**src/rtl/up_core_n_if.sv**
```systemverilog
// Board-side bus for up_core_n: run/enter controls, IN data, program-load port and status outputs.
// The master side belongs to the board or bench; the slave side belongs to the core.
interface up_core_n_if #(
    parameter int DW = 8,
    parameter int AW = 5
);
    logic          Run;
    logic          Enter;
    logic [DW-1:0] Input;
    logic          ProgWr;
    logic [AW-1:0] ProgAddr;
    logic [DW-1:0] ProgData;
    logic [DW-1:0] Output;
    logic [AW-1:0] PCout;
    logic          Halt;
    logic          Busy;
    logic          Aeq0;
    logic          Apos;

    modport master (
        output Run, Enter, Input, ProgWr, ProgAddr, ProgData,
        input  Output, PCout, Halt, Busy, Aeq0, Apos
    );

    modport slave (
        input  Run, Enter, Input, ProgWr, ProgAddr, ProgData,
        output Output, PCout, Halt, Busy, Aeq0, Apos
    );
endinterface

```
**src/rtl/up_core_n.sv**
```systemverilog
// Self-sequencing accumulator CPU: IR/A/PC, 2^AW x DW RAM, add/sub, IDLE/FETCH/DECODE/EXEC/HALT control.
// Define UP_CORE_SAT_EN to make ADD/SUB saturate on signed overflow instead of wrapping.
module up_core_n #(
    parameter int DW = 8,
    parameter int AW = 5
) (
    input  logic        CLOCK,
    input  logic        RESET,
    up_core_n_if.slave  bus
);
    localparam int DEPTH = 1 << AW;

    localparam logic [2:0] OP_LOAD  = 3'b000;
    localparam logic [2:0] OP_STORE = 3'b001;
    localparam logic [2:0] OP_ADD   = 3'b010;
    localparam logic [2:0] OP_SUB   = 3'b011;
    localparam logic [2:0] OP_IN    = 3'b100;
    localparam logic [2:0] OP_JZ    = 3'b101;
    localparam logic [2:0] OP_JPOS  = 3'b110;
    localparam logic [2:0] OP_HALT  = 3'b111;

    typedef enum logic [2:0] {
        S_IDLE,
        S_FETCH,
        S_DECODE,
        S_EXEC,
        S_HALT
    } state_t;

    state_t        state;
    state_t        state_nxt;

    logic [DW-1:0] ir;
    logic [DW-1:0] acc;
    logic [DW-1:0] acc_nxt;
    logic [AW-1:0] pc;

    logic [DW-1:0] mem [DEPTH];
    logic [AW-1:0] ram_addr;
    logic [DW-1:0] ram_rd;
    logic [DW-1:0] mem_wdata;

    logic [2:0]    opcode;
    logic [AW-1:0] field;

    logic          ir_ld;
    logic          pc_inc;
    logic          pc_jump;
    logic          pc_clr;
    logic          acc_ld;
    logic          mem_we;

    // Two's complement add/sub; optionally clamps to the signed range on overflow.
    function automatic logic [DW-1:0] addsub(input logic [DW-1:0] x,
                                             input logic [DW-1:0] y,
                                             input logic          sub);
`ifdef UP_CORE_SAT_EN
        logic signed [DW-1:0] sx;
        logic signed [DW-1:0] sy;
        logic signed [DW:0]   wide;
        sx = x;
        sy = y;
        if (sub)
            wide = $signed({sx[DW-1], sx}) - $signed({sy[DW-1], sy});
        else
            wide = $signed({sx[DW-1], sx}) + $signed({sy[DW-1], sy});
        if (wide[DW] != wide[DW-1])
            return wide[DW] ? {1'b1, {(DW-1){1'b0}}} : {1'b0, {(DW-1){1'b1}}};
        return wide[DW-1:0];
`else
        logic signed [DW-1:0] sx;
        logic signed [DW-1:0] sy;
        sx = x;
        sy = y;
        return sub ? (sx - sy) : (sx + sy);
`endif
    endfunction

    assign opcode = ir[DW-1:DW-3];
    assign field  = ir[AW-1:0];

    always_comb begin
        case (state)
            S_DECODE, S_EXEC: ram_addr = field;
            S_IDLE:           ram_addr = bus.ProgAddr;
            default:          ram_addr = pc;
        endcase
    end

    assign ram_rd = mem[ram_addr];

    // Control: next state plus one-hot-ish register enables for the datapath.
    always_comb begin
        state_nxt = state;
        ir_ld     = 1'b0;
        pc_inc    = 1'b0;
        pc_jump   = 1'b0;
        pc_clr    = 1'b0;
        acc_ld    = 1'b0;
        acc_nxt   = acc;
        mem_we    = 1'b0;
        mem_wdata = acc;
        case (state)
            S_IDLE: begin
                mem_we    = bus.ProgWr;
                mem_wdata = bus.ProgData;
                if (bus.Run)
                    state_nxt = S_FETCH;
            end
            S_FETCH: begin
                ir_ld     = 1'b1;
                pc_inc    = 1'b1;
                state_nxt = S_DECODE;
            end
            S_DECODE: begin
                state_nxt = (opcode == OP_HALT) ? S_HALT : S_EXEC;
            end
            S_EXEC: begin
                state_nxt = S_FETCH;
                case (opcode)
                    OP_LOAD: begin
                        acc_ld  = 1'b1;
                        acc_nxt = ram_rd;
                    end
                    OP_STORE: mem_we = 1'b1;
                    OP_ADD: begin
                        acc_ld  = 1'b1;
                        acc_nxt = addsub(acc, ram_rd, 1'b0);
                    end
                    OP_SUB: begin
                        acc_ld  = 1'b1;
                        acc_nxt = addsub(acc, ram_rd, 1'b1);
                    end
                    OP_IN: begin
                        if (bus.Enter) begin
                            acc_ld  = 1'b1;
                            acc_nxt = bus.Input;
                        end else begin
                            state_nxt = S_EXEC;
                        end
                    end
                    OP_JZ:   pc_jump = (acc == '0);
                    OP_JPOS: pc_jump = ~acc[DW-1];
                    default: ;
                endcase
            end
            S_HALT: begin
                if (!bus.Run) begin
                    pc_clr    = 1'b1;
                    state_nxt = S_IDLE;
                end
            end
            default: state_nxt = S_IDLE;
        endcase
    end

    always_ff @(posedge CLOCK or posedge RESET) begin
        if (RESET)
            state <= S_IDLE;
        else
            state <= state_nxt;
    end

    always_ff @(posedge CLOCK or posedge RESET) begin
        if (RESET) begin
            ir  <= '0;
            acc <= '0;
            pc  <= '0;
        end else begin
            if (ir_ld)
                ir <= ram_rd;
            if (acc_ld)
                acc <= acc_nxt;
            // A taken jump in EXEC replaces the increment already applied in FETCH.
            if (pc_clr)
                pc <= '0;
            else if (pc_jump)
                pc <= field;
            else if (pc_inc)
                pc <= pc + 1'b1;
        end
    end

    // RAM has no reset so program contents survive RESET; reset forces IDLE, cancelling any STORE.
    always_ff @(posedge CLOCK) begin
        if (mem_we)
            mem[ram_addr] <= mem_wdata;
    end

    assign bus.Output = acc;
    assign bus.PCout  = pc;
    assign bus.Halt   = (state == S_HALT);
    assign bus.Busy   = (state == S_FETCH) || (state == S_DECODE) || (state == S_EXEC);
    assign bus.Aeq0   = (acc == '0);
    assign bus.Apos   = ~acc[DW-1];
endmodule

```
**src/flat_wrapper.sv**
```systemverilog
// flat-port wrapper written by rule: the top's interface ports become plain ports
module up_core_n_flat 
#(
    parameter int DW = 8,
    parameter int AW = 5
)
  (CLOCK, RESET, bus_Run, bus_Enter, bus_Input, bus_ProgWr, bus_ProgAddr, bus_ProgData, bus_Output, bus_PCout, bus_Halt, bus_Busy, bus_Aeq0, bus_Apos);
  up_core_n_if #(.DW(DW), .AW(AW)) bus_i ();
  input  logic CLOCK;
  input  logic RESET;
  input wire logic [$bits(bus_i.Run)-1:0] bus_Run;
  input wire logic [$bits(bus_i.Enter)-1:0] bus_Enter;
  input wire logic [$bits(bus_i.Input)-1:0] bus_Input;
  input wire logic [$bits(bus_i.ProgWr)-1:0] bus_ProgWr;
  input wire logic [$bits(bus_i.ProgAddr)-1:0] bus_ProgAddr;
  input wire logic [$bits(bus_i.ProgData)-1:0] bus_ProgData;
  output wire logic [$bits(bus_i.Output)-1:0] bus_Output;
  output wire logic [$bits(bus_i.PCout)-1:0] bus_PCout;
  output wire logic [$bits(bus_i.Halt)-1:0] bus_Halt;
  output wire logic [$bits(bus_i.Busy)-1:0] bus_Busy;
  output wire logic [$bits(bus_i.Aeq0)-1:0] bus_Aeq0;
  output wire logic [$bits(bus_i.Apos)-1:0] bus_Apos;
  assign bus_i.Run = bus_Run;
  assign bus_i.Enter = bus_Enter;
  assign bus_i.Input = bus_Input;
  assign bus_i.ProgWr = bus_ProgWr;
  assign bus_i.ProgAddr = bus_ProgAddr;
  assign bus_i.ProgData = bus_ProgData;
  assign bus_Output = bus_i.Output;
  assign bus_PCout = bus_i.PCout;
  assign bus_Halt = bus_i.Halt;
  assign bus_Busy = bus_i.Busy;
  assign bus_Aeq0 = bus_i.Aeq0;
  assign bus_Apos = bus_i.Apos;
  up_core_n #(.DW(DW), .AW(AW)) u_core (.CLOCK(CLOCK), .RESET(RESET), .bus(bus_i));
endmodule
```
**config.mk**
```make
export PLATFORM = sky130hd
export DESIGN_NAME = up_core_n_flat
export DESIGN_NICKNAME = d
export VERILOG_FILES = /design/src/rtl/up_core_n_if.sv /design/src/rtl/up_core_n.sv /design/src/flat_wrapper.sv
export SDC_FILE = /design/constraint.sdc
export NUM_CORES = 1
export LEC_CHECK = 0
export BUFFER_PORTS_ARGS = -buffer_cell sky130_fd_sc_hd__buf_2
export CORE_UTILIZATION = 35
export CTS_BUF_LIST = sky130_fd_sc_hd__clkbuf_8
export CTS_CLUSTER_DIAMETER = 120
export DETAILED_ROUTE_END_ITERATION = 10
export GPL_TIMING_DRIVEN = 0
export SYNTH_ARGS = -nofsm -noshare
export SYNTH_HDL_FRONTEND = slang
export SYNTH_SLANG_ARGS = --single-unit
```
**constraint.sdc**
```tcl
create_clock -name CLOCK -period 4.28 [get_ports CLOCK]
set_input_delay 0.642 -clock CLOCK [delete_from_list [all_inputs] [get_ports CLOCK]]
set_output_delay 0.642 -clock CLOCK [all_outputs]
set_load 0.05 [all_outputs]
```
---- Word level (Yosys, flattened, before mapping) ----
Memories as Yosys holds them, arrays and structs flattened.
Index checks and enable logic that the tools add are counted.
operators by class
  $add $sub $neg .......................... 3
  equal/unequal tests ..................... 14
  muxes and demuxes ....................... 25
  bitwise operators ....................... 1
  reductions and logical operators ........ 11
operators by type and width
  operator               count
  $pmux W8 S4            1
  $mux W8                2
  $eq A3 B3 Y1 const B   5
  $mux W5                3
  $pmux W3 S5            1
  $eq A3 B2 Y1 const B   4
  $mux W3                4
  $pmux W5 S2            1
  $mux W1                9
  $add A8 B8 Y8          1
  $logic_not A8 Y1       1
  $sub A8 B8 Y8          1
  $eq A3 B1 Y1 const B   2
  $logic_not A3 Y1       2
  $ne A2 B2 Y1 const B   3
  $pmux W1 S2            3
  $add A5 B1 Y5 const B  1
  $reduce_and A4 Y1      1
  $reduce_bool A4 Y1     1
  $reduce_bool A3 Y1     1
  $reduce_or A3 Y1       1
  $logic_or A1 B1 Y1     2
  $mux W2                1
  $reduce_and A2 Y1      1
  2 further kinds        2
word-level totals
  register bits ........................... 24
  bits in writable memories ............... 256
  input port bits ......................... 26
  output and inout bits ................... 17
  word-level logic and storage cells ...... 59
  memories ................................ 1
memories
  memory      words  bits a word  rd ports  clocked after Yosys merged registers in  write ports  RTL line         source
  u_core.mem  32     8            1         0                                        1            up_core_n.sv:38  logic [DW-1:0] mem [DEPTH];

---- Longest topological paths before layout ----
Gate-level depths: netlist of run 1.
An unclocked memory read counts as a cell.
  depth after elaboration ................. 6
  mapped depth ............................ 28
  mapped depth without buffers ............ 23

---- Worst setup path before layout of run 1 ----
Ideal clock, no wire load.
  path kind ............................... flip-flop to flip-flop
  start ................................... register u_core.state[0]
  end ..................................... register u_core.acc[7] (netlist: u_core.bus.Output[7])
  setup time .............................. 0.087 ns
  data arrival time ....................... 4.519 ns
  required time ........................... 4.193 ns
  setup slack ............................. -0.326 ns
  stages on the path, launching flop included .. 29
  path buffers ............................ 5
  period minus slack after synthesis ...... 4.606 ns
  path through ............................ dfrtp_1 buf_6 or2_1 buf_2 o22a_1 o22ai_1 buf_6 buf_6 buf_4 mux2i_1 o22ai_1 nor4_1 nand2_1 inv_1 ha_1 nand2_1 o21ai_0 inv_1 ha_1 nor2b_1 o21ai_0 nand2b_1 and2_1 o21ai_0 a21oi_1 xnor2_1 xnor2_1 a311o_1 o211ai_1
between the ends
  word-level cells in the longest chain between the ends .. 6
RTL lines
  element                                         RTL line          source
  from (decl)                                     up_core_n.sv:30   state_t state;
  from (signal assigned)                          up_core_n.sv:161  state <= state_nxt;
  $eq A3 B2 Y1                                    up_core_n.sv:83   case (state)
  $reduce_or A2 Y1                                up_core_n.sv:83
  $pmux W5 S2 (*)                                 up_core_n.sv:83
  $mem_v2 Z32 W8 (*)                              -
  net u_core.ram_rd[0]                            up_core_n.sv:40   logic [DW-1:0] ram_rd;
  $sub A8 B8 Y8 or $add A8 B8 Y8 (tied branches)  -
  $pmux W8 S4 (*)                                 up_core_n.sv:120  case (opcode)
  to (signal assigned)                            up_core_n.sv:173  acc <= acc_nxt;
  to (decl)                                       up_core_n.sv:34   logic [DW-1:0] acc;
Mark *: on every way through the listed nets, which the timed path passes. The rest lies on a longest branch.
A chain may end at the register's enable or synchronous reset.

---- Worst setup path after layout of run 1 ----
  start ................................... register u_core.state[1]
  end ..................................... register u_core.acc[7] (netlist: u_core.bus.Output[7])
Same word-level chain as after synthesis.

==> impl_results.rst, run 1 <==
.. list-table::
   :header-rows: 1

   * - Metric
     - Value
   * - # clock sinks
     - between 200 and 300
   * - Detail Placement HPWL
     - 22200 um
   * - Top post-synthesis cells by count
     - 256 x sky130_fd_sc_hd__edfxtp_1, 132 x sky130_fd_sc_hd__mux2i_1, 69 x sky130_fd_sc_hd__nor2_1
   * - Die height
     - around 190 um
   * - Setup Crit Path Kind
     - register to register
   * - Synth unique cells
     - 58
   * - Worst Setup SP
     - u_core.state[1]$_DFFE_PP0P_
   * - Post-synth ARST share
     - 8.57%
   * - Critical path data arrival time
     - ~5300 ps
   * - Placed Cells
     - approximately 1.3k
   * - Final instance area
     - 14900 sq um
   * - Worst rel slew slack
     - 36.0%
   * - Total length of routed wires
     - around 35000 um
   * - Width of the chip
     - 188 um
   * - Number of clock buffers inserted by TritonCTS
     - 45
   * - Total congestion overflow
     - 0
   * - Detailed router's first-iteration violation count
     - 719
   * - Fraction of the mapped netlist area in simple logic gates
     - 7.71%
   * - Minimum clock period
     - about 4900 ps
   * - Post-Synthesis Cell Area
     - 12100 sq um
   * - Average instance area after synthesis
     - ~15 sq um
   * - Main synth FF type
     - sky130_fd_sc_hd__edfxtp_1
   * - Final standard cell count with taps included and fillers excluded
     - ~1.4k
   * - Violated checks
     - setup timing
   * - Post-synthesis adder-cell area fraction
     - 1.10%
   * - Largest net degree at the start of global routing
     - 33
   * - Detail-routed via count per cell
     - approximately 5.4
   * - Count of endpoints failing hold in the final timing report
     - 0
   * - GR Util met3
     - 4.25%
   * - Port Buffers
     - 42
   * - Portion of netlist area occupied by mux cells
     - 11.6%
   * - Post-synthesis cell count
     - 797
   * - RSZ-0062 raised after global routing
     - true
   * - Crit path max-delay cell type
     - sky130_fd_sc_hd__dfrtp_2
   * - Root buffer cell
     - sky130_fd_sc_hd__clkbuf_8
   * - Worst-case reg-to-reg path depth
     - 27
   * - First-pass GRT wire length
     - 50400 um
   * - Crit share post-route
     - 114%
   * - Remaining DRCs
     - 0
   * - Top-Level Pins
     - 43
   * - EDFF count, synth
     - 256
   * - CTS HTree Levels
     - 2
   * - Flip-flop and latch count after synthesis
     - 280
   * - Fmax achieved
     - 0.206 GHz
   * - Total die area
     - 35200 sq um
   * - Routed wirelength normalized by instance count
     - around 24 um
   * - Hold buffer count at cts
     - 0
   * - Sequential fraction of the synthesis area
     - 68.8%
   * - Insertion delay of the later-clocked pin in the worst-skew pair
     - roughly 570 ps
   * - Antenna Diode Count
     - 0
   * - Largest stage delay, worst path
     - 440 ps
   * - Number of global-route vias before repair
     - 7686
   * - Met2 layer usage reported by global route
     - 31.2%
   * - Critical Path Source Type
     - register
   * - Dominant combinational cell family by area after synthesis
     - multiplexers
   * - Setup slack after layout
     - -581 ps
   * - Placement-stage cell area
     - roughly 13000 sq um
   * - Xor/xnor share of the synthesized area
     - 0.727%
   * - Number of warnings printed during yosys synthesis
     - 0
   * - Placeable core region
     - 33700 sq um
   * - Run status
     - finished with violations
   * - Area fraction in compound gates after synthesis
     - 7.60%
   * - Pins Over Slew Limit
     - 0
   * - Number of max-capacitance violations reported
     - 0
   * - Clock tree from TritonCTS
     - built
   * - Layout cell share with drive strength beyond 1
     - ~29%
   * - Measured slew at the worst slew-check pin
     - between 900 and 1000 ps
   * - Capturing instance or port of the critical path
     - u_core.bus.Output[7]$_DFFE_PP0P_
   * - Crit path required time
     - approximately 4800 ps
   * - Most repeated cell in the gate-level netlist after synthesis
     - sky130_fd_sc_hd__edfxtp_1
   * - Clock transition time at the flip-flop clock pins of the worst setup and hold paths
     - 60 ps
   * - Most used cell along the critical path
     - sky130_fd_sc_hd__buf_12
   * - Beginning of the worst register-to-register path
     - u_core.state[1]$_DFFE_PP0P_
   * - Starting density of the core
     - between 30% and 40%
   * - ANT nets after route
     - 0
   * - Worst slack, placed
     - -1300 ps
   * - Syn_nets
     - 833
   * - Most used routing layer
     - met2
   * - Slack of the worst reg-to-reg path
     - -580 ps
   * - Total global routing track utilization
     - between 10% and 20%
   * - Antenna violations before repair
     - 0
   * - Placer's final routability congestion estimate
     - 0.891
   * - Clock Tree Buf Depth
     - 3
   * - Fin nets
     - 998
   * - Leading area contributor after synthesis
     - sky130_fd_sc_hd__edfxtp_1
   * - Clock Skews
     - 21.6 ps
   * - Finish-stage setup viols
     - 5
   * - Top fanout value on the critical path
     - 7
   * - Met1 Resource Use GR
     - 26.0%
   * - Floorplan row count
     - 67
   * - FF-to-FF End
     - u_core.bus.Output[7]$_DFFE_PP0P_
   * - Leading cell types by total area after synthesis
     - sky130_fd_sc_hd__edfxtp_1 64%, sky130_fd_sc_hd__mux2i_1 11%, sky130_fd_sc_hd__dfrtp_1 5.0%, sky130_fd_sc_hd__o22ai_1 3.3%, sky130_fd_sc_hd__nor2_1 2.1%
   * - Area Growth Syn to Fin
     - 23.6%
   * - Overall via count from detail_route
     - 7830
   * - Type of the most critical hold path
     - input pin to async pin
   * - Number of detailed-routing iterations run before antenna repair
     - 6
   * - Share of Yosys cell area claimed by the top area cell type
     - 63.8%
   * - Endpoint kind of the worst setup timing path
     - register
-- cell type report --
class                           count  area (sq um)
Fill cell                        3062         18800
Inverter                           13          51.3
Buffer                             33           324
Multi-Input combinational cell    469          3930
Timing Repair Buffer              120           962
Clock buffer                       45           619
Clock inverter                     33           169
Tap cell                          448           561
Sequential cell                   280          8290
-- flip-flops by register name, indices dropped and copies added, names as in the netlist --
register / flops
u_core.mem: 256
u_core.state: 3
u_core.bus.PCout: 5
u_core.bus.Output: 8
u_core.ir: 8
-- routing by layer --
| metal | vias to the layer above | wire length [um] |
|---|---|---|
| met5 | - | 0 |
| met4 | 0 | 1190 |
| met1 | 3889 | 14600 |
| met3 | 86 | 2570 |
| li1 | 3476 | - |
| met2 | 379 | 16300 |
-- per-stage QoR --
stage,hold WS (ps),utilization [%],TNS (ps)
floorplan,472,-,-119
global placement,527,38.2,-101030
detailed placement,528,38.5,-6140
CTS,304,43.5,-1640
global route,353,44.2,-2840
finish,291,44.2,-1870
-- worst max-delay path: cells and delay by family (launching register included) --
family	cells	cell delay, ps
AND/OR/NAND/NOR	7	1300
adder cells (fa/ha/maj)	2	430
XOR/XNOR	2	320
buffers and inverters	6	770
multiplexers	1	250
AO/OA/AOI/OAI	9	1230
flip-flops	1	440
-- placed cells by master (no fill, tap or decap), types with 7 or more instances in the layout --
master and instances:
sky130_fd_sc_hd__edfxtp_1 256, sky130_fd_sc_hd__o22a_1 9, sky130_fd_sc_hd__nor2_1 68, sky130_fd_sc_hd__clkinv_1 12
sky130_fd_sc_hd__dfrtp_1 23, sky130_fd_sc_hd__nor4_4 8, sky130_fd_sc_hd__buf_4 65, sky130_fd_sc_hd__xnor2_1 7
sky130_fd_sc_hd__buf_6 14, sky130_fd_sc_hd__mux2i_1 114, sky130_fd_sc_hd__inv_1 25, sky130_fd_sc_hd__a21oi_1 10
sky130_fd_sc_hd__clkbuf_8 45, sky130_fd_sc_hd__clkbuf_1 9, sky130_fd_sc_hd__o22ai_2 11, sky130_fd_sc_hd__o21ai_0 9
sky130_fd_sc_hd__nand4_1 10, sky130_fd_sc_hd__o22ai_1 51, sky130_fd_sc_hd__nand2_1 29, sky130_fd_sc_hd__mux2i_2 13
sky130_fd_sc_hd__ha_1 8, sky130_fd_sc_hd__buf_2 44, sky130_fd_sc_hd__buf_12 13
-- worst min-delay path by stage --
| stage | start | end | slack [ps] |
|---|---|---|---|
| 3_5_place_dp | u_core.ir[1]$_DFFE_PP0P_ | u_core.ir[1]$_DFFE_PP0P_ | 530 |
| 6_report | RESET | u_core.bus.Output[1]$_DFFE_PP0P_ | 290 |
| 2_1_floorplan | u_core.ir[0]$_DFFE_PP0P_ | u_core.ir[0]$_DFFE_PP0P_ | 470 |
| 5_1_grt | bus_Run | u_core.state[0]$_DFFE_PP0P_ | 350 |
| 3_3_place_gp | u_core.ir[1]$_DFFE_PP0P_ | u_core.ir[1]$_DFFE_PP0P_ | 530 |
| 4_1_cts | RESET | u_core.bus.Output[2]$_DFFE_PP0P_ | 300 |
-- logic make-up (layout without fill, tap and decap cells) --
family / after synthesis / after routing
and+or+nand+nor: 175 / 175
adders and majority gates: 10 / 10
AOI/OAI and AO/OA: 135 / 135
xor gates and xnor gates: 10 / 10
buffers and inverters: 48 / 244
DFF: 280 / 280
muxes: 139 / 139
-- timing repair --
item                                    CTS  global route
buffers inserted                         77            16
endpoints found under the setup margin    7             6
gates resized for setup                  76            24
gates cloned                              1             0
pin swaps                                39            34
Power of run 1 is not shown: default switching activity piles up to over one toggle a cycle in this logic, so the estimate is an artifact.
==> inputs of run 2 (changes only) <==
--- a/config.mk
+++ b/config.mk
@@ -6,11 +6,13 @@
 export NUM_CORES = 1
 export LEC_CHECK = 0
 export BUFFER_PORTS_ARGS = -buffer_cell sky130_fd_sc_hd__buf_2
+export CORE_ASPECT_RATIO = 0.8
 export CORE_UTILIZATION = 35
 export CTS_BUF_LIST = sky130_fd_sc_hd__clkbuf_8
 export CTS_CLUSTER_DIAMETER = 120
 export DETAILED_ROUTE_END_ITERATION = 10
 export GPL_TIMING_DRIVEN = 0
+export SETUP_SLACK_MARGIN = 0.5
 export SYNTH_ARGS = -nofsm -noshare
 export SYNTH_HDL_FRONTEND = slang
 export SYNTH_SLANG_ARGS = --single-unit
==> impl_results.rst, run 2 (synthesis results as in run 1) <==
.. list-table::
   :header-rows: 1

   * - Metric
     - Value
   * - Run status
     - finished with violations
   * - Violated checks
     - setup timing
   * - Total congestion overflow
     - 0 (unchanged)
   * - Fmax achieved
     - 0.200 GHz (-2.9%)
   * - Register containing the most flip-flops in the final layout
     - u_core.mem
   * - Final standard cell count with taps included and fillers excluded
     - 1440 (-0.069%)
   * - Minimum clock period
     - 5010 ps (+145 ps)
   * - Setup slack after layout
     - -726 ps (-145 ps)
   * - Worst-case reg-to-reg path depth
     - 25 (-7.4%)
   * - Total die area
     - 35200 sq um (about the same)
   * - Capturing instance or port of the critical path
     - u_core.bus.Output[7]$_DFFE_PP0P_
   * - Detail-routed via count per cell
     - 5.58 (+2.8%)
   * - Number of max-capacitance violations reported
     - 0 (unchanged)
   * - Fin nets
     - 1013 (+1.5%)
   * - Clock Skews
     - 18.4 ps (-3.16 ps)
   * - Port Buffers
     - 42 (unchanged)
   * - Pins Over Slew Limit
     - 0 (unchanged)
   * - Overall via count from detail_route
     - 8040 (+2.7%)
   * - Clock Tree Buf Depth
     - 3 (unchanged)
   * - Commonest cells after routing, fill and taps aside
     - 256 x sky130_fd_sc_hd__edfxtp_1, 117 x sky130_fd_sc_hd__mux2i_1, 73 x sky130_fd_sc_hd__buf_4
   * - Beginning of the worst register-to-register path
     - u_core.state[0]$_DFFE_PP0P_
   * - Detail Placement HPWL
     - 22600 um (+1.8%)
   * - Hold buffer count at cts
     - 0 (unchanged)
   * - Remaining DRCs
     - 0 (unchanged)
   * - Placer's final routability congestion estimate
     - 0.936 (+5.1%)
   * - Floorplan row count
     - 60 (-10%)
   * - Count of endpoints failing hold in the final timing report
     - 0 (unchanged)
   * - Placed Cells
     - 1276 (-1.2%)
   * - Finish-stage setup viols
     - 5 (unchanged)
   * - Width of the chip
     - 209 um (+12%)
   * - Crit share post-route
     - 117% (+3.4 points)
   * - # clock sinks
     - 280 (unchanged)
   * - Clock tree from TritonCTS
     - built
   * - Filler Cell Count
     - 2975 (-2.8%)
   * - First-pass GRT wire length
     - 50400 um (-0.15%)
   * - Reg area
     - 8290 sq um (unchanged)
   * - Worst rel slew slack
     - 30.7% (-5.4 points)
   * - Total length of routed wires
     - 35500 um (+2.4%)
   * - Worst Setup SP
     - u_core.state[0]$_DFFE_PP0P_
   * - Starting density of the core
     - 35.7% (-0.087 points)
   * - Placeable core region
     - 33800 sq um (+0.25%)
   * - Number of global-route vias before repair
     - 7577 (-1.4%)
   * - Critical path data arrival time
     - 5480 ps (+150 ps)
   * - Largest net degree at the start of global routing
     - 33 (unchanged)
   * - Type of the most critical hold path
     - input pin to async pin
   * - Detailed router's first-iteration violation count
     - 889 (+24%)
   * - ANT nets after route
     - 0 (unchanged)
   * - FF-to-FF End
     - u_core.bus.Output[7]$_DFFE_PP0P_
   * - Most used cell along the critical path
     - sky130_fd_sc_hd__buf_6
   * - Number of detailed-routing iterations run before antenna repair
     - 5 (-1)
   * - Insertion delay of the later-clocked pin in the worst-skew pair
     - 550 ps (-20 ps)
   * - Largest stage delay, worst path
     - 440 ps (about the same)
   * - Number of clock buffers inserted by TritonCTS
     - 44 (-2.2%)
   * - Die height
     - 168 um (-10%)
   * - Routed wirelength normalized by instance count
     - 24.7 um (+2.5%)
   * - Crit path max-delay cell type
     - sky130_fd_sc_hd__nor4_4
   * - CTS HTree Levels
     - 2 (unchanged)
   * - Combined area of the multi-input logic cells
     - 3980 sq um (+1.3%)
   * - Slack of the worst reg-to-reg path
     - -730 ps (-140 ps)
   * - Area Growth Syn to Fin
     - 25.1%
   * - Crit path required time
     - 4750 ps (about the same)
   * - Most common cell after layout, fill and taps aside
     - sky130_fd_sc_hd__edfxtp_1
   * - Setup Crit Path Kind
     - register to register
   * - Final hold slack
     - 324 ps (+32.9 ps)
   * - Antenna violations before repair
     - 0 (unchanged)
   * - Antenna Diode Count
     - 0 (unchanged)
   * - Worst slack, placed
     - -1590 ps (-294 ps)
   * - Total global routing track utilization
     - 20.0% (+0.38 points)
   * - Critical Path Source Type
     - register
   * - RSZ-0062 raised after global routing
     - true
   * - Top-Level Pins
     - 43 (unchanged)
   * - Top fanout value on the critical path
     - 5 (-2)
   * - Flip-flop count of the largest register after layout
     - 256 (unchanged)
   * - Layout cell share with drive strength beyond 1
     - 29.9% (+1.3 points)
   * - Measured slew at the worst slew-check pin
     - 1040 ps (+77.6 ps)
   * - Root buffer cell
     - sky130_fd_sc_hd__clkbuf_8
   * - Clock transition time at the flip-flop clock pins of the worst setup and hold paths
     - 70 ps (about the same)
   * - Setup TNS Final
     - -2550 ps (-689 ps)
   * - Endpoint kind of the worst setup timing path
     - register
==> run 2: cell type report <==
cell class	instances	share of cell area (%)
flip-flops and latches	280	55.0
multi-input cells	469	26.4
repair buffers	134	7.20
clock buffers	45	4.11
well taps	434	3.60
plain buffers	35	2.46
clock inverters	30	0.946
inverters	13	0.340
==> run 2: critical path: cells and delay by family (launching register included) <==
family,cells,cell delay [ps]
flops,1,370
simple gates,5,1340
compound gates,8,1130
mux,1,240
fa+ha+maj,1,330
xor+xnor,3,550
buf+inv,7,950
==> run 2: repair_timing <==
action	4_1_cts	5_1_grt
endpoints found under the setup margin	9	10
pin swaps	43	23
cloned	2	1
resized for setup	84	31
setup buffers	75	11
==> run 2: metrics by stage <==
| step | area, sq um | util (%) |
|---|---|---|
| CTS | 14800 | 43.9 |
| detailed placement | 12900 | 38.3 |
| finish | 15100 | 44.6 |
| global route | 15100 | 44.6 |
| global placement | 12900 | 38.1 |
| floorplan | 12100 | - |
==> run 2: worst min path at each step <==
stage                                        to                startpoint  depth (start not counted)  slack [ps]
2_1_floorplan          u_core.ir[0]$_DFFE_PP0P_  u_core.ir[0]$_DFFE_PP0P_                          2         470
3_3_place_gp           u_core.ir[1]$_DFFE_PP0P_  u_core.ir[1]$_DFFE_PP0P_                          2         510
3_5_place_dp           u_core.ir[1]$_DFFE_PP0P_  u_core.ir[1]$_DFFE_PP0P_                          2         510
4_1_cts             u_core.state[0]$_DFFE_PP0P_                   bus_Run                          3         320
5_1_grt             u_core.state[0]$_DFFE_PP0P_                   bus_Run                          3         360
6_report       u_core.bus.Output[0]$_DFFE_PP0P_                     RESET                          2         320
==> run 2: per-layer routing <==
layer	wire length, um	vias up	global-route usage [%]
li1	-	3509	-
met1	15600	4058	28.3
met2	15000	394	28.6
met3	3860	79	6.77
met4	1070	0	6.25
met5	0	-	0
Power of run 2 is left out for the same reason.
==> inputs of run 3 (changes only) <==
--- a/config.mk
+++ b/config.mk
@@ -7,6 +7,7 @@
 export LEC_CHECK = 0
 export BUFFER_PORTS_ARGS = -buffer_cell sky130_fd_sc_hd__buf_2
 export CORE_ASPECT_RATIO = 0.8
+export CORE_MARGIN = 2
 export CORE_UTILIZATION = 35
 export CTS_BUF_LIST = sky130_fd_sc_hd__clkbuf_8
 export CTS_CLUSTER_DIAMETER = 120
==> constraint.sdc (replaced) <==
create_clock -name CLOCK -period 4.28 [get_ports CLOCK]
set_input_delay 0.428 -clock CLOCK [delete_from_list [all_inputs] [get_ports CLOCK]]
set_output_delay 0.428 -clock CLOCK [all_outputs]
set_load 0.05 [all_outputs]
==> impl_results.rst, run 3 (synthesis results as in run 1) <==
.. list-table::
   :header-rows: 1

   * - Metric
     - Value
   * - Run status
     - finished with violations
   * - Violated checks
     - setup timing
   * - Layout cell share with drive strength beyond 1
     - 32.0% (+2.1 points)
   * - ANT nets after route
     - 0 (unchanged)
   * - Final instance area
     - 15100 sq um (+0.37%)
   * - Floorplan row count
     - 60 (unchanged)
   * - Total die area
     - 36000 sq um (+2.2%)
   * - Crit path required time
     - 4760 ps (about the same)
   * - Total global routing track utilization
     - 19.6% (-0.38 points)
   * - Setup Crit Path Kind
     - register to register
   * - Register containing the most flip-flops in the final layout
     - u_core.mem
   * - Filler Cell Count
     - 2987 (+0.40%)
   * - Worst-case reg-to-reg path depth
     - 24 (-4.0%)
   * - Most common cell after layout, fill and taps aside
     - sky130_fd_sc_hd__edfxtp_1
   * - Number of max-capacitance violations reported
     - 0 (unchanged)
   * - Total length of routed wires
     - 36700 um (+3.3%)
   * - Hold buffer count at cts
     - 0 (unchanged)
   * - Worst Setup SP
     - u_core.state[0]$_DFFE_PP0P_
   * - RSZ-0062 raised after global routing
     - true
   * - Number of global-route vias before repair
     - 7512 (-0.86%)
   * - Capturing instance or port of the critical path
     - u_core.bus.Output[7]$_DFFE_PP0P_
   * - Top-Level Pins
     - 43 (unchanged)
   * - Clock Skews
     - 24.3 ps (+5.87 ps)
   * - Top fanout value on the critical path
     - 8 (+3)
   * - Insertion delay of the later-clocked pin in the worst-skew pair
     - 580 ps (+30 ps)
   * - Endpoint kind of the worst setup timing path
     - register
   * - Critical path data arrival time
     - 5430 ps (-50 ps)
   * - Type of the most critical hold path
     - input pin to async pin
   * - Flip-flop count of the largest register after layout
     - 256 (unchanged)
   * - Routed wirelength normalized by instance count
     - 25.7 um (+4.2%)
   * - # clock sinks
     - 280 (unchanged)
   * - Minimum clock period
     - 4950 ps (-57.0 ps)
   * - Detail-routed via count per cell
     - 5.64 (+1.1%)
   * - Area Growth Syn to Fin
     - 25.6%
   * - Placer's final routability congestion estimate
     - 0.880 (-6.0%)
   * - Worst rel slew slack
     - 27.2% (-3.5 points)
   * - Root buffer cell
     - sky130_fd_sc_hd__clkbuf_8
   * - Measured slew at the worst slew-check pin
     - 1090 ps (+52.3 ps)
   * - Overall via count from detail_route
     - 8060 (+0.25%)
   * - Remaining DRCs
     - 0 (unchanged)
   * - Setup slack after layout
     - -669 ps (+57.0 ps)
   * - Slack of the worst reg-to-reg path
     - -670 ps (+60 ps)
   * - Final hold slack
     - 92.2 ps (-232 ps)
   * - Starting density of the core
     - 35.7% (unchanged)
   * - Antenna violations before repair
     - 0 (unchanged)
   * - Fin nets
     - 1003 (-0.99%)
   * - Placeable core region
     - 33800 sq um (unchanged)
   * - Pins Over Slew Limit
     - 0 (unchanged)
   * - Number of detailed-routing iterations run before antenna repair
     - 7 (+2)
   * - Total congestion overflow
     - 0 (unchanged)
   * - Clock tree from TritonCTS
     - built
   * - CTS HTree Levels
     - 2 (unchanged)
   * - Detail Placement HPWL
     - 22600 um (about the same)
   * - FF-to-FF End
     - u_core.bus.Output[7]$_DFFE_PP0P_
   * - Count of endpoints failing hold in the final timing report
     - 0 (unchanged)
   * - Clock transition time at the flip-flop clock pins of the worst setup and hold paths
     - 70 ps (about the same)
   * - Width of the chip
     - 211 um (+0.95%)
   * - Commonest cells after routing, fill and taps aside
     - 256 x sky130_fd_sc_hd__edfxtp_1, 106 x sky130_fd_sc_hd__mux2i_1, 73 x sky130_fd_sc_hd__buf_4
   * - Crit share post-route
     - 116% (-1.3 points)
   * - Port Buffers
     - 42 (unchanged)
   * - Detailed router's first-iteration violation count
     - 832 (-6.4%)
   * - Beginning of the worst register-to-register path
     - u_core.state[0]$_DFFE_PP0P_
   * - Number of clock buffers inserted by TritonCTS
     - 45 (+2.3%)
   * - Largest net degree at the start of global routing
     - 33 (unchanged)
   * - Critical Path Source Type
     - register
   * - Fmax achieved
     - 0.202 GHz (+1.2%)
   * - First-pass GRT wire length
     - 50100 um (-0.47%)
   * - Die height
     - 170 um (+1.2%)
   * - Placement-stage cell area
     - 12900 sq um (about the same)
   * - Antenna Diode Count
     - 0 (unchanged)
   * - Clock Tree Buf Depth
     - 3 (unchanged)
   * - Finish-stage setup viols
     - 5 (unchanged)
==> run 3: area by class of cell <==
type / count / area [sq um] / area share [%]
Sequential cell: 280 / 8290 / 54.7
Inverter: 13 / 48.8 / 0.322
Buffer: 35 / 392 / 2.59
Timing Repair Buffer: 123 / 950 / 6.27
Clock buffer: 47 / 647 / 4.27
Multi-Input combinational cell: 469 / 4160 / 27.5
Clock inverter: 27 / 114 / 0.752
Tap cell: 434 / 543 / 3.59
==> run 3: per-stage QoR <==
step	util [%]	worst slack (ps)	TNS [ps]	std cells
global route	44.8	-891	-3070	1428
CTS	41.9	-718	-2110	1383
floorplan	-	-24.4	-24.4	797
global placement	38.1	-1500	-88030	1273
finish	44.8	-669	-1930	1428
detailed placement	38.3	-1470	-6560	1275
==> run 3: how the worst min path moves through the flow <==
stage | from | end | slack, ps
2_1_floorplan | RESET | u_core.bus.Output[0]$_DFFE_PP0P_ | 440
3_3_place_gp | u_core.ir[1]$_DFFE_PP0P_ | u_core.ir[1]$_DFFE_PP0P_ | 520
3_5_place_dp | u_core.ir[1]$_DFFE_PP0P_ | u_core.ir[1]$_DFFE_PP0P_ | 530
4_1_cts | bus_Run | u_core.state[0]$_DFFE_PP0P_ | 100
5_1_grt | bus_Run | u_core.state[0]$_DFFE_PP0P_ | 160
6_report | RESET | u_core.bus.Output[0]$_DFFE_PP0P_ | 90
==> run 3: timing repair <==
item                                    4_1_cts  5_1_grt
endpoints found under the setup margin        9        9
resized for setup                            36      105
setup buffers                                34       40
gates cloned                                  0        5
pin swaps                                    16       38
==> run 3: worst max-delay path, cell delays in order, from the launching register on <==
cell and delay (ps):
sky130_fd_sc_hd__dfrtp_1 370, sky130_fd_sc_hd__buf_6 110, sky130_fd_sc_hd__or2_1 230, sky130_fd_sc_hd__buf_6 130
sky130_fd_sc_hd__o22a_1 180, sky130_fd_sc_hd__o22ai_2 130, sky130_fd_sc_hd__buf_6 180, sky130_fd_sc_hd__buf_12 190
sky130_fd_sc_hd__clkbuf_16 200, sky130_fd_sc_hd__buf_4 120, sky130_fd_sc_hd__mux2i_2 270, sky130_fd_sc_hd__o22ai_2 170
sky130_fd_sc_hd__nor4_4 280, sky130_fd_sc_hd__nand2_2 170, sky130_fd_sc_hd__nor4_4 330, sky130_fd_sc_hd__a21oi_2 100
sky130_fd_sc_hd__xnor2_1 130, sky130_fd_sc_hd__ha_1 220, sky130_fd_sc_hd__or3_1 390, sky130_fd_sc_hd__o21ai_2 70
sky130_fd_sc_hd__a21oi_2 60, sky130_fd_sc_hd__xnor2_2 250, sky130_fd_sc_hd__xnor2_2 130, sky130_fd_sc_hd__a311o_1 330
sky130_fd_sc_hd__o211ai_1 90
==> run 3: layer usage <==
metal  vias up  track usage [%]  part of all wire (%)
met5         -                0                     0
met4         0             5.82                   2.5
met3        73             6.05                   9.7
met2       385             28.3                    43
met1      4114             28.1                    45
li1       3488                -                     -
Power of run 3 is left out for the same reason.
